==> config.mk <==
export PLATFORM = sky130hd
export DESIGN_NAME = serial_keyboard
export DESIGN_NICKNAME = d
export VERILOG_FILES = /design/src/rtl/galaksija_kbd_pkg.sv /design/src/rtl/uart_rx_8n1.sv /design/src/rtl/serial_keyboard.sv
export SDC_FILE = /design/constraint.sdc
export NUM_CORES = 1
export LEC_CHECK = 0
export ABC_AREA = 1
export CORE_MARGIN = 1
export CORE_UTILIZATION = 63
export DETAILED_ROUTE_END_ITERATION = 16
export PLACE_DENSITY = 0.91
export SYNTH_ARGS = -nofsm -noshare
export SYNTH_HDL_FRONTEND = slang
export SYNTH_SLANG_ARGS = --single-unit
==> constraint.sdc <==
create_clock -name clk -period 3.7 [get_ports clk]
set_input_delay 0.925 -clock clk [delete_from_list [all_inputs] [get_ports clk]]
set_output_delay 0.925 -clock clk [all_outputs]
set_load 0.03 [all_outputs]
==> src/rtl/galaksija_kbd_pkg.sv <==
// Shared keyboard definitions: ps2_key layout, set-2 scancodes, FSM encodings.
package galaksija_kbd_pkg;

  // ps2_key bit positions
  localparam int PS2_TOG   = 10;
  localparam int PS2_PRESS = 9;
  localparam int PS2_EXT   = 8;

  localparam logic [7:0] SC_LSHIFT = 8'h12;
  localparam logic [7:0] SC_ENTER  = 8'h5A;
  localparam logic [7:0] SC_SPACE  = 8'h29;
  localparam logic [7:0] SC_BKSP   = 8'h66;

  // a..z
  localparam logic [7:0] SC_LETTER [26] = '{
    8'h1C, 8'h32, 8'h21, 8'h23, 8'h24, 8'h2B, 8'h34, 8'h33, 8'h43, 8'h3B,
    8'h42, 8'h4B, 8'h3A, 8'h31, 8'h44, 8'h4D, 8'h15, 8'h2D, 8'h1B, 8'h2C,
    8'h3C, 8'h2A, 8'h1D, 8'h22, 8'h35, 8'h1A};

  // 0..9
  localparam logic [7:0] SC_DIGIT [10] = '{
    8'h45, 8'h16, 8'h1E, 8'h26, 8'h25, 8'h2E, 8'h36, 8'h3D, 8'h3E, 8'h46};

  // Result of the ascii lookup
  typedef struct packed {
    logic       valid;
    logic       shift;
    logic       ext;
    logic [7:0] code;
  } xlat_t;

  typedef enum logic [2:0] {
    T_IDLE, T_SHIFT_DN, T_KEY_DN, T_KEY_UP, T_SHIFT_UP, T_GAP
  } xlat_state_t;

  typedef enum logic [1:0] {
    RX_IDLE, RX_START, RX_DATA, RX_STOP
  } rx_state_t;

endpackage

==> src/rtl/uart_rx_8n1.sv <==
// 8N1 receiver: 2-FF synchronizer, mid-bit sampling, byte + valid / frame_err strobes.
module uart_rx_8n1
  import galaksija_kbd_pkg::*;
#(
  parameter int CLKS_PER_BIT = 217
) (
  input  logic       clk,
  input  logic       reset,
  input  logic       rx,
  output logic [7:0] data,
  output logic       valid,
  output logic       frame_err
);

  localparam int CW = (CLKS_PER_BIT > 2) ? $clog2(CLKS_PER_BIT) : 1;
  localparam logic [CW-1:0] HALF_LD = CW'(CLKS_PER_BIT / 2 - 1);
  localparam logic [CW-1:0] BIT_LD  = CW'(CLKS_PER_BIT - 1);

  rx_state_t     st, nxt;
  logic [1:0]    sync;
  logic          s, s_prev;
  logic [CW-1:0] cnt, cnt_val;
  logic          cnt_ld;
  logic [2:0]    bit_idx;
  logic [7:0]    shreg;
  logic          smp, vld, ferr;

  assign s    = sync[1];
  assign data = shreg;

  // Synchronize rx and keep the previous value for falling-edge detection
  always_ff @(posedge clk or posedge reset) begin
    if (reset) begin
      sync   <= 2'b11;
      s_prev <= 1'b1;
    end else begin
      sync   <= {sync[0], rx};
      s_prev <= s;
    end
  end

  // State register
  always_ff @(posedge clk or posedge reset) begin
    if (reset) st <= RX_IDLE;
    else       st <= nxt;
  end

  // Next state: each phase waits for the bit counter to hit zero, then samples
  always_comb begin
    nxt     = st;
    cnt_ld  = 1'b0;
    cnt_val = '0;
    smp     = 1'b0;
    vld     = 1'b0;
    ferr    = 1'b0;
    case (st)
      RX_IDLE: if (s_prev && !s) begin
        nxt = RX_START; cnt_ld = 1'b1; cnt_val = HALF_LD;
      end
      RX_START: if (cnt == '0) begin
        if (s) nxt = RX_IDLE;           // too short to be a start bit
        else begin
          nxt = RX_DATA; cnt_ld = 1'b1; cnt_val = BIT_LD;
        end
      end
      RX_DATA: if (cnt == '0) begin
        smp = 1'b1; cnt_ld = 1'b1; cnt_val = BIT_LD;
        if (bit_idx == 3'd7) nxt = RX_STOP;
      end
      RX_STOP: if (cnt == '0) begin
        nxt = RX_IDLE;
        if (s) vld  = 1'b1;
        else   ferr = 1'b1;
      end
      default: nxt = RX_IDLE;
    endcase
  end

  // Bit divider, bit index and LSB-first shift register; strobes registered
  always_ff @(posedge clk or posedge reset) begin
    if (reset) begin
      cnt       <= '0;
      bit_idx   <= '0;
      shreg     <= '0;
      valid     <= 1'b0;
      frame_err <= 1'b0;
    end else begin
      if (cnt_ld)          cnt <= cnt_val;
      else if (cnt != '0)  cnt <= cnt - 1'b1;
      if (st == RX_START)  bit_idx <= '0;
      else if (smp)        bit_idx <= bit_idx + 1'b1;
      if (smp)             shreg <= {s, shreg[7:1]};
      valid     <= vld;
      frame_err <= ferr;
    end
  end

endmodule

==> src/rtl/serial_keyboard.sv <==
// Serial-to-ps2_key bridge: UART RX -> byte FIFO -> ascii lookup -> timed key events.
module serial_keyboard
  import galaksija_kbd_pkg::*;
#(
  parameter int f_clk           = 25000000,
  parameter int baud            = 115200,
  parameter int fifo_depth_log2 = 4,
  parameter int press_cycles    = 1000000,
  parameter int gap_cycles      = 1000000
) (
  input  logic        clk,
  input  logic        reset,
  input  logic        rx,
  output logic [10:0] ps2_key,
  output logic        busy,
  output logic        overflow,
  output logic        frame_err,
  input  logic        clear_flags
);

  localparam int DEPTH = 1 << fifo_depth_log2;
  localparam int LW    = fifo_depth_log2 + 1;
  localparam int TMAX  = (press_cycles > gap_cycles) ? press_cycles : gap_cycles;
  localparam int TW    = $clog2(TMAX + 1);
  // The emit cycle and the transition cycle each take one clock, so the
  // counter is loaded two short to space toggles exactly by the nominal count.
  localparam logic [TW-1:0] PRESS_LD = TW'(press_cycles - 2);
  localparam logic [TW-1:0] GAP_LD   = TW'(gap_cycles - 2);

  // ascii -> {valid, shift, ext, code}
  function automatic xlat_t mk(input logic sh, input logic [7:0] code);
    return {1'b1, sh, 1'b0, code};
  endfunction

  function automatic xlat_t ascii_xlat(input logic [7:0] c);
    xlat_t r;
    r = '0;
    if (c >= 8'h61 && c <= 8'h7A)      r = mk(1'b0, SC_LETTER[c[4:0] - 5'd1]);
    else if (c >= 8'h41 && c <= 8'h5A) r = mk(1'b0, SC_LETTER[c[4:0] - 5'd1]);
    else if (c >= 8'h30 && c <= 8'h39) r = mk(1'b0, SC_DIGIT[c[3:0]]);
    else begin
      case (c)
        8'h20: r = mk(1'b0, SC_SPACE);
        8'h0D: r = mk(1'b0, SC_ENTER);
        8'h08: r = mk(1'b0, SC_BKSP);
        8'h21: r = mk(1'b1, 8'h16);  // !
        8'h22: r = mk(1'b1, 8'h52);  // "
        8'h23: r = mk(1'b1, 8'h26);  // #
        8'h24: r = mk(1'b1, 8'h25);  // $
        8'h25: r = mk(1'b1, 8'h2E);  // %
        8'h26: r = mk(1'b1, 8'h3D);  // &
        8'h27: r = mk(1'b0, 8'h52);  // '
        8'h28: r = mk(1'b1, 8'h46);  // (
        8'h29: r = mk(1'b1, 8'h45);  // )
        8'h2A: r = mk(1'b1, 8'h3E);  // *
        8'h2B: r = mk(1'b1, 8'h55);  // +
        8'h2C: r = mk(1'b0, 8'h41);  // ,
        8'h2D: r = mk(1'b0, 8'h4E);  // -
        8'h2E: r = mk(1'b0, 8'h49);  // .
        8'h2F: r = mk(1'b0, 8'h4A);  // /
        8'h3A: r = mk(1'b1, 8'h4C);  // :
        8'h3B: r = mk(1'b0, 8'h4C);  // ;
        8'h3C: r = mk(1'b1, 8'h41);  // <
        8'h3D: r = mk(1'b0, 8'h55);  // =
        8'h3E: r = mk(1'b1, 8'h49);  // >
        8'h3F: r = mk(1'b1, 8'h4A);  // ?
        8'h40: r = mk(1'b1, 8'h1E);  // @
        default: r = '0;
      endcase
    end
    return r;
  endfunction

  logic [7:0] rx_data;
  logic       rx_vld, rx_ferr;

  uart_rx_8n1 #(.CLKS_PER_BIT(f_clk / baud)) u_rx (
    .clk       (clk),
    .reset     (reset),
    .rx        (rx),
    .data      (rx_data),
    .valid     (rx_vld),
    .frame_err (rx_ferr)
  );

  // ---------------- FIFO ----------------
  logic [7:0]                 mem [DEPTH];
  logic [fifo_depth_log2-1:0] wp, rp;
  logic [LW-1:0]              lvl;
  logic                       full, empty, push, pop;

  assign full  = (lvl == LW'(DEPTH));
  assign empty = (lvl == '0);
  assign push  = rx_vld && !full;

  // Storage needs no reset; only pointers and level define contents
  always_ff @(posedge clk) begin
    if (push) mem[wp] <= rx_data;
  end

  // Pointers and level; push+pop together leaves the level alone
  always_ff @(posedge clk or posedge reset) begin
    if (reset) begin
      wp  <= '0;
      rp  <= '0;
      lvl <= '0;
    end else begin
      if (push) wp <= wp + 1'b1;
      if (pop)  rp <= rp + 1'b1;
      if (push && !pop)      lvl <= lvl + 1'b1;
      else if (pop && !push) lvl <= lvl - 1'b1;
    end
  end

  // Sticky error flags; a new error wins over a same-cycle clear
  always_ff @(posedge clk or posedge reset) begin
    if (reset) begin
      overflow  <= 1'b0;
      frame_err <= 1'b0;
    end else begin
      if (rx_vld && full) overflow <= 1'b1;
      else if (clear_flags) overflow <= 1'b0;
      if (rx_ferr) frame_err <= 1'b1;
      else if (clear_flags) frame_err <= 1'b0;
    end
  end

  // ---------------- translator ----------------
  xlat_state_t st, nxt;
  xlat_t       head_x, cur;
  logic        fresh;           // first cycle in the current state
  logic [TW-1:0] tmr, tmr_val;
  logic        tmr_ld, emit;
  logic [9:0]  ev;

  assign head_x = ascii_xlat(mem[rp]);
  assign busy   = (st != T_IDLE) || !empty;

  // State register, entry flag and the key being typed
  always_ff @(posedge clk or posedge reset) begin
    if (reset) begin
      st    <= T_IDLE;
      fresh <= 1'b0;
      cur   <= '0;
    end else begin
      st    <= nxt;
      fresh <= (nxt != st);
      if (pop) cur <= head_x;
    end
  end

  // Event sequencing: emit and load the timer on entry, advance when it expires
  always_comb begin
    nxt     = st;
    pop     = 1'b0;
    emit    = 1'b0;
    ev      = '0;
    tmr_ld  = 1'b0;
    tmr_val = '0;
    case (st)
      T_IDLE: if (!empty) begin
        pop = 1'b1;
        if (head_x.valid) nxt = head_x.shift ? T_SHIFT_DN : T_KEY_DN;
      end
      T_SHIFT_DN: begin
        if (fresh) begin
          emit = 1'b1; ev = {1'b1, 1'b0, SC_LSHIFT}; tmr_ld = 1'b1; tmr_val = GAP_LD;
        end else if (tmr == '0) nxt = T_KEY_DN;
      end
      T_KEY_DN: begin
        if (fresh) begin
          emit = 1'b1; ev = {1'b1, cur.ext, cur.code}; tmr_ld = 1'b1; tmr_val = PRESS_LD;
        end else if (tmr == '0) nxt = T_KEY_UP;
      end
      T_KEY_UP: begin
        if (fresh) begin
          emit = 1'b1; ev = {1'b0, cur.ext, cur.code}; tmr_ld = 1'b1; tmr_val = GAP_LD;
        end else if (tmr == '0) nxt = cur.shift ? T_SHIFT_UP : T_GAP;
      end
      T_SHIFT_UP: begin
        if (fresh) begin
          emit = 1'b1; ev = {1'b0, 1'b0, SC_LSHIFT}; tmr_ld = 1'b1; tmr_val = GAP_LD;
        end else if (tmr == '0) nxt = T_IDLE;
      end
      T_GAP:   nxt = T_IDLE;
      default: nxt = T_IDLE;
    endcase
  end

  // Hold/gap down-counter
  always_ff @(posedge clk or posedge reset) begin
    if (reset)           tmr <= '0;
    else if (tmr_ld)     tmr <= tmr_val;
    else if (tmr != '0)  tmr <= tmr - 1'b1;
  end

  // ps2_key output: new payload plus toggle bit flip per event
  always_ff @(posedge clk or posedge reset) begin
    if (reset)     ps2_key <= '0;
    else if (emit) ps2_key <= {~ps2_key[PS2_TOG], ev};
  end

endmodule

======== Word-level counts from Yosys, hierarchy flattened ========
Memories as Yosys holds them, arrays and structs flattened.
Index checks and enable logic that the tools add are counted.
cells by class
  add/sub/neg operators ................... 8
  reduce and logical (&&, ||, !) cells .... 30
  equal/unequal tests ..................... 40
  multiplexer cells ....................... 67
  magnitude comparators ................... 8
  bitwise logic cells ..................... 3
operators by type and width
  cell                                                             count
  case mux 11 bit (25 select lines)                                1
  equality test 8 x 6 -> 1 bit (second input constant)             22
  2-to-1 mux 20 bit                                                4
  2-to-1 mux 8 bit                                                 9
  case mux 10 bit (4 select lines)                                 1
  2-to-1 mux 3 bit                                                 12
  2-to-1 mux 11 bit                                                3
  case mux 8 bit (3 select lines)                                  1
  logical NOT 20 bit                                               1
  2-to-1 mux 10 bit                                                2
  nonzero test 20 bit                                              1
  subtractor 20 x 1 -> 20 bit (second input constant)              1
  2-to-1 mux 1 bit                                                 19
  equality test 8 x 4 -> 1 bit (second input constant)             2
  >= comparator 8 x 7 -> 1 bit (second input constant)             2
  less-or-equal comparator 8 x 7 -> 1 bit (second input constant)  2
  2-to-1 mux 5 bit                                                 3
  case mux 3 bit (5 select lines)                                  1
  2-to-1 mux 2 bit                                                 7
  nonzero test 2 bit                                               6
  != test 2 x 1 -> 1 bit (second input constant)                   5
  subtractor 5 x 1 -> 5 bit (second input constant)                2
  2-to-1 mux 9 bit                                                 1
  adder 4 x 1 -> 4 bit (second input constant)                     2
  32 further kinds                                                 46
word-level totals
  ROM bits ................................ 384
  memories ................................ 3
  memory bits (writable) .................. 128
  output and inout bits ................... 14
  bits of input ports ..................... 4
  register bits ........................... 86
memory list
  memory            depth  width  read ports  clocked after memory_dff  wr ports  RTL line               text
  (name not given)  32     8      1           0                         0         serial_keyboard.sv:39  else if (c >= 8'h41 && c <= 8'h5A) r = mk(1'b0, SC_LETTER[c[4:0] - 5'd1]);
  (name not given)  16     8      1           0                         0         serial_keyboard.sv:40  else if (c >= 8'h30 && c <= 8'h39) r = mk(1'b0, SC_DIGIT[c[3:0]]);
  mem               16     8      1           0                         1         serial_keyboard.sv:87  logic [7:0] mem [DEPTH];

======== Depth between registers and ports, before layout ========
An unclocked memory read counts as a cell.
  depth after elaboration ................. 13
  mapped depth ............................ 27
  depth with buffers taken out ............ 25

======== By module ========
A second synthesis with hierarchy kept.
unflattened totals
  cell total of the unflattened synthesis .. 1217
  area, all modules ....................... 10880.4 µm²
by module, submodules not included
  module           cells an instance  area each (µm²)  times used
  serial_keyboard  1077               9640.5           1
  uart_rx_8n1      140                1239.9           1

======== Worst setup path after synthesis ========
OpenSTA, ideal clock, no wires.
  path type ............................... register to register
  from .................................... reg rp[1]
  to ...................................... reg fresh
  path buffers ............................ 3
  data arrival time ....................... 2702 ps
  path slack .............................. 873 ps
  cell stages (with the launch flop) ...... 23
  data required time ...................... 3575 ps
  cell sequence ........................... dfrtp_1 -> buf_4 -> inv_1 -> buf_4 -> buf_2 -> o21ai_0 -> o211ai_1 -> nand3_1 -> nand2_2 -> inv_1 -> ha_1 -> nand3_1 -> inv_2 -> o21ai_2 -> inv_2 -> a21oi_2 -> nand3_1 -> nand2_1 -> nand2_1 -> nand2_1 -> nand2_1 -> nand2_1 -> nand3_1
on the way
  cells in the longest elaborated chain, start to end .. 11
  elaborated cells on any way between the ends .. 44
ends and longest elaborated chain
  what                                                                    RTL line                                      text
  start: declaration                                                      serial_keyboard.sv:88                         logic [fifo_depth_log2-1:0] wp, rp;
  start signal: assignment                                                serial_keyboard.sv:109                        if (pop) rp <= rp + 1'b1;
  memory read (16 x 8 bit) (*)                                            n/a
  >= comparator 8 x 6 -> 1 bit, or another cell as far along              serial_keyboard.sv:40
  logical AND 1 bit or case mux 11 bit (25 select lines) (tied branches)  serial_keyboard.sv:40, serial_keyboard.sv:42
  2-to-1 mux 11 bit                                                       serial_keyboard.sv:40
  2-to-1 mux 11 bit                                                       serial_keyboard.sv:39
  2-to-1 mux 11 bit (*)                                                   serial_keyboard.sv:38                         if (c >= 8'h61 && c <= 8'h7A) r = mk(1'b0, SC_LETTER[c[4:0] - 5'd1]);
  2-to-1 mux 2 bit                                                        serial_keyboard.sv:163                        if (head_x.valid) nxt = head_x.shift ? T_SHIFT_DN : T_KEY_DN;
  2-to-1 mux 3 bit (*)                                                    serial_keyboard.sv:163
  2-to-1 mux 3 bit (*)                                                    serial_keyboard.sv:161                        T_IDLE: if (!empty) begin
  case mux 3 bit (5 select lines) (*)                                     serial_keyboard.sv:160                        case (st)
  named net nxt[1]                                                        serial_keyboard.sv:129                        xlat_state_t st, nxt;
  != test 3 bit (*)                                                       serial_keyboard.sv:147                        fresh <= (nxt != st);
  end signal: assignment                                                  serial_keyboard.sv:147
  end: declaration                                                        serial_keyboard.sv:131                        logic fresh;
Mark *: on every way through the listed nets, which the timed path passes. The rest lies on a longest branch.
A chain may end at the register's enable or synchronous reset.

======== Worst setup path after layout ========
Same ends and word-level chain as after synthesis.

==> metrics.csv <==
stage;metric;value;unit
sta;Clock Skew;0.0204;ns
clock_network;Worst-path clk slew;0.06;ns
sta;setup repair after global routing missed its margin;false;
drt;final WL;23700;um
global_route;total gr overflow;0;
min_path;hold crit path type;register to register;
clock_network;CTS tree;built;
layout;most common cell after layout, fill and taps aside;nand2_1;
place;PortBufs;15;
floorplanning;Die Wd;131;um
clock_network;H-tree depth;1;
layout;fraction of layout cells with a size suffix above 1;5.95;%
logic_synthesis;Mapped Area;0.0105;mm2
sta;post-route setup slack;0.314;ns
logic_synthesis;Yosys reg bits;210;
drt;drt first pass iters;10;
floorplanning;Die H;131;um
logic_synthesis;synth warn;0;
place;Final Wtd Congestion;0.999;
drt;post-DR wirelength/cell;16.6;um
drt;post-route ant nets;0;
drt;DRC violations left;0;
layout;antenna cells;0;
logic_synthesis;synthesized instance count;1175;
global_route;largest net degree at the start of global routing;69;
setup_path;critical path arrival;3.77;ns
drt;via count;8269;
clock_network;Clock Latency Late Sink;0.52;ns
clock_network;Post-CTS Hold Buffers;0;
job;max-cap viol count;0;
setup_path;critical path class;register to register;
logic_synthesis;syn avg cell area;8.90;um2
floorplanning;# rows;46;
logic_synthesis;Synth cell types;48;
sta;fmax;0.295;GHz
power;power per cell area;819;mW/mm2
floorplanning;total die area;0.0171;mm2
clock_network;post-CTS setup buffer count;0;
power;Final Power;9.44;mW
layout;Fillers;1079;
layout;Area Overhead vs Synth;10.3;%
clock_network;root buffer cell;clkbuf_16;
drt;ratio of routed vias to standard cells;5.79;
layout;most frequent cells in the layout;294 x nand2_1, 154 x inv_1, 128 x edfxtp_1;
clock_network;CTS Buffer Depth;3;
global_route;initial antenna violation count;0;
floorplanning;Starting Density;65.1;%
status;status;complete, no violations;
layout;Util after Layout;71.8;%
floorplanning;core area;0.0161;mm2
drt;DRT iter0 DRCs;888;
floorplanning;num ports;18;
setup_path;nature of the critical path endpoint;register;
sta;final setup vio count;0;
sta;final hold vios;0;
sta;fin crit period;3.39;ns
setup_path;Critical Path Source Type;register;
power;Leak;5.03;nW
sta;Tcrit/Tclk final;91.5;%
setup_path;critical path required time;4.09;ns
global_route;first-pass GRT wire length;38400;um
place;post-place setup slack;0.342;ns
place;HPWL Detailed;15700;um
sta;max-slew violations;0;
power;Worst VDD drop;0.542;mV
global_route;vias in the first global route;7728;
clock_network;clock tree sinks;210;
sta;worst-margin pin slew;0.818;ns
sta;Rel. slew slack;45.3;%
clock_network;Inserted Clock Buffers;22;
logic_synthesis;Seq/Total Area, Yosys;56.4;%
setup_path;worst-path fanout max;13;
layout;Layout Nets;1222;
sta;Final TNS setup;0;ns
global_route;total global-route track usage;29.1;%
[cell type report]
type                       instances  area [um2]  share of cell area [%]
clock inverter                    13         138                    1.19
sequential                       210        5900                    51.2
multi-input combinational        763        3720                    32.3
clock buffer                      27         579                    5.03
tap                              216         270                    2.34
timing repair buffer              31         287                    2.49
inverter                         167         629                    5.46
[layer usage]
metal  part of all wire (%)  track usage (%)  up-vias
li1                       -                -     3915
met2                     49             49.2      442
met3                    7.7             4.89       84
met4                    3.6             11.3        0
met5                      0                0        -
met1                     39             37.7     3828
[cells in the mapped netlist (all sizes together)]
library cell | n | area, um2
nand2 | 297 | 1120
inv | 163 | 612
edfxtp | 128 | 3840
nor2 | 125 | 487
nand3 | 106 | 531
dfrtp | 79 | 1980
o21ai | 78 | 394
a21oi | 37 | 193
buf | 29 | 183
ha | 22 | 275
o211ai | 21 | 158
xor2 | 11 | 104
a31oi | 10 | 62.6
nor3 | 9 | 45.0
nand4 | 8 | 50.1
clkbuf | 7 | 26.3
nor4 | 7 | 43.8
clkinv | 4 | 15.0
a211oi | 3 | 22.5
a22o | 3 | 26.3
dfstp | 3 | 78.8
o31ai | 3 | 22.5
xnor2 | 3 | 26.3
a21o | 2 | 15.0
nand3b | 2 | 15.0
o21bai | 2 | 15.0
o311ai | 2 | 17.5
or2 | 2 | 12.5
a211o | 1 | 8.76
a21boi | 1 | 7.51
a221oi | 1 | 8.76
conb | 1 | 3.75
fa | 1 | 20.0
o2111ai | 1 | 8.76
o21a | 1 | 7.51
o221ai | 1 | 8.76
o41ai | 1 | 8.76
[report_power, final]
group          internal [mW]  switching, mW  leakage [nW]  total (mW)
clock network           1.26          0.901         0.350        2.16
logic                   1.35           3.08          2.54        4.43
registers               2.68          0.165          2.14        2.84
total                   5.29           4.15          5.03        9.44
[cell families after synthesis]
kind of cell	synth area share, %
DFF	56.4
other	0.0359
xor gates and xnor gates	1.24
adders and majority gates	2.82
and+or+nand+nor	22.1
buffers and inverters	7.99
AOI/OAI and AO/OA	9.42
[final timing paths]
| kind | endpoint | start | slack [ns] | cells after the start |
|---|---|---|---|---|
| max | fresh | rp[1] | 0.31 | 20 |
| min in group asynchronous | rp[3] | reset | 0.74 | 2 |
| max in group asynchronous | u_rx.sync[0] | reset | 2.18 | 3 |
| min | u_rx.sync[1] | u_rx.sync[0] | 0.36 | 0 |
| min reg2reg | u_rx.sync[1] | u_rx.sync[0] | 0.36 | 0 |
| max reg2reg | fresh | rp[1] | 0.31 | 20 |
[state kept, by name (all words and copies together) (netlist names), named ones only]
| signal | flops |
|---|---|
| cur | 8 |
| frame_err | 1 |
| fresh | 1 |
| lvl | 5 |
| mem | 128 |
| overflow | 1 |
| ps2_key | 9 |
| rp | 4 |
| st | 3 |
| tmr | 20 |
| u_rx.bit_idx | 3 |
| u_rx.cnt | 8 |
| u_rx.data | 8 |
| u_rx.frame_err | 1 |
| u_rx.s_prev | 1 |
| u_rx.st | 1 |
| u_rx.sync | 2 |
| u_rx.valid | 1 |
| wp | 4 |
[repair_timing]
item | 4_1_cts | 5_1_grt
setup endpoints to repair | 0 | 2
gates resized for setup | 0 | 2
endpoints found under the hold margin | 0 | 0
[per-stage QoR]
stage / hold WS [ns] / std cells / area (um2)
2_1_floorplan: 0.345 / 1176 / 10500
5_1_grt: 0.367 / 1427 / 11500
6_report: 0.361 / 1427 / 11500
3_5_place_dp: 0.360 / 1387 / 10800
3_3_place_gp: 0.349 / 1387 / 10800
4_1_cts: 0.364 / 1427 / 11500
[critical path, cell delays in order, from the launching register on]
cell and delay, ns:
dfrtp_1 0.38, inv_1 0.27, buf_4 0.28, o211ai_1 0.15, o211ai_1 0.13, nand3_1 0.15
nand2_2 0.20, inv_1 0.13, ha_1 0.25, nand3_1 0.26, inv_2 0.07, o21ai_0 0.17
nand2_1 0.11, nor2_1 0.21, nand3_1 0.11, nand2_1 0.07, nand2_1 0.05, nand2_1 0.08
nand2_1 0.07, nand2_1 0.07, nand3_1 0.06
Note: power is estimated with default switching activity, not from simulation.
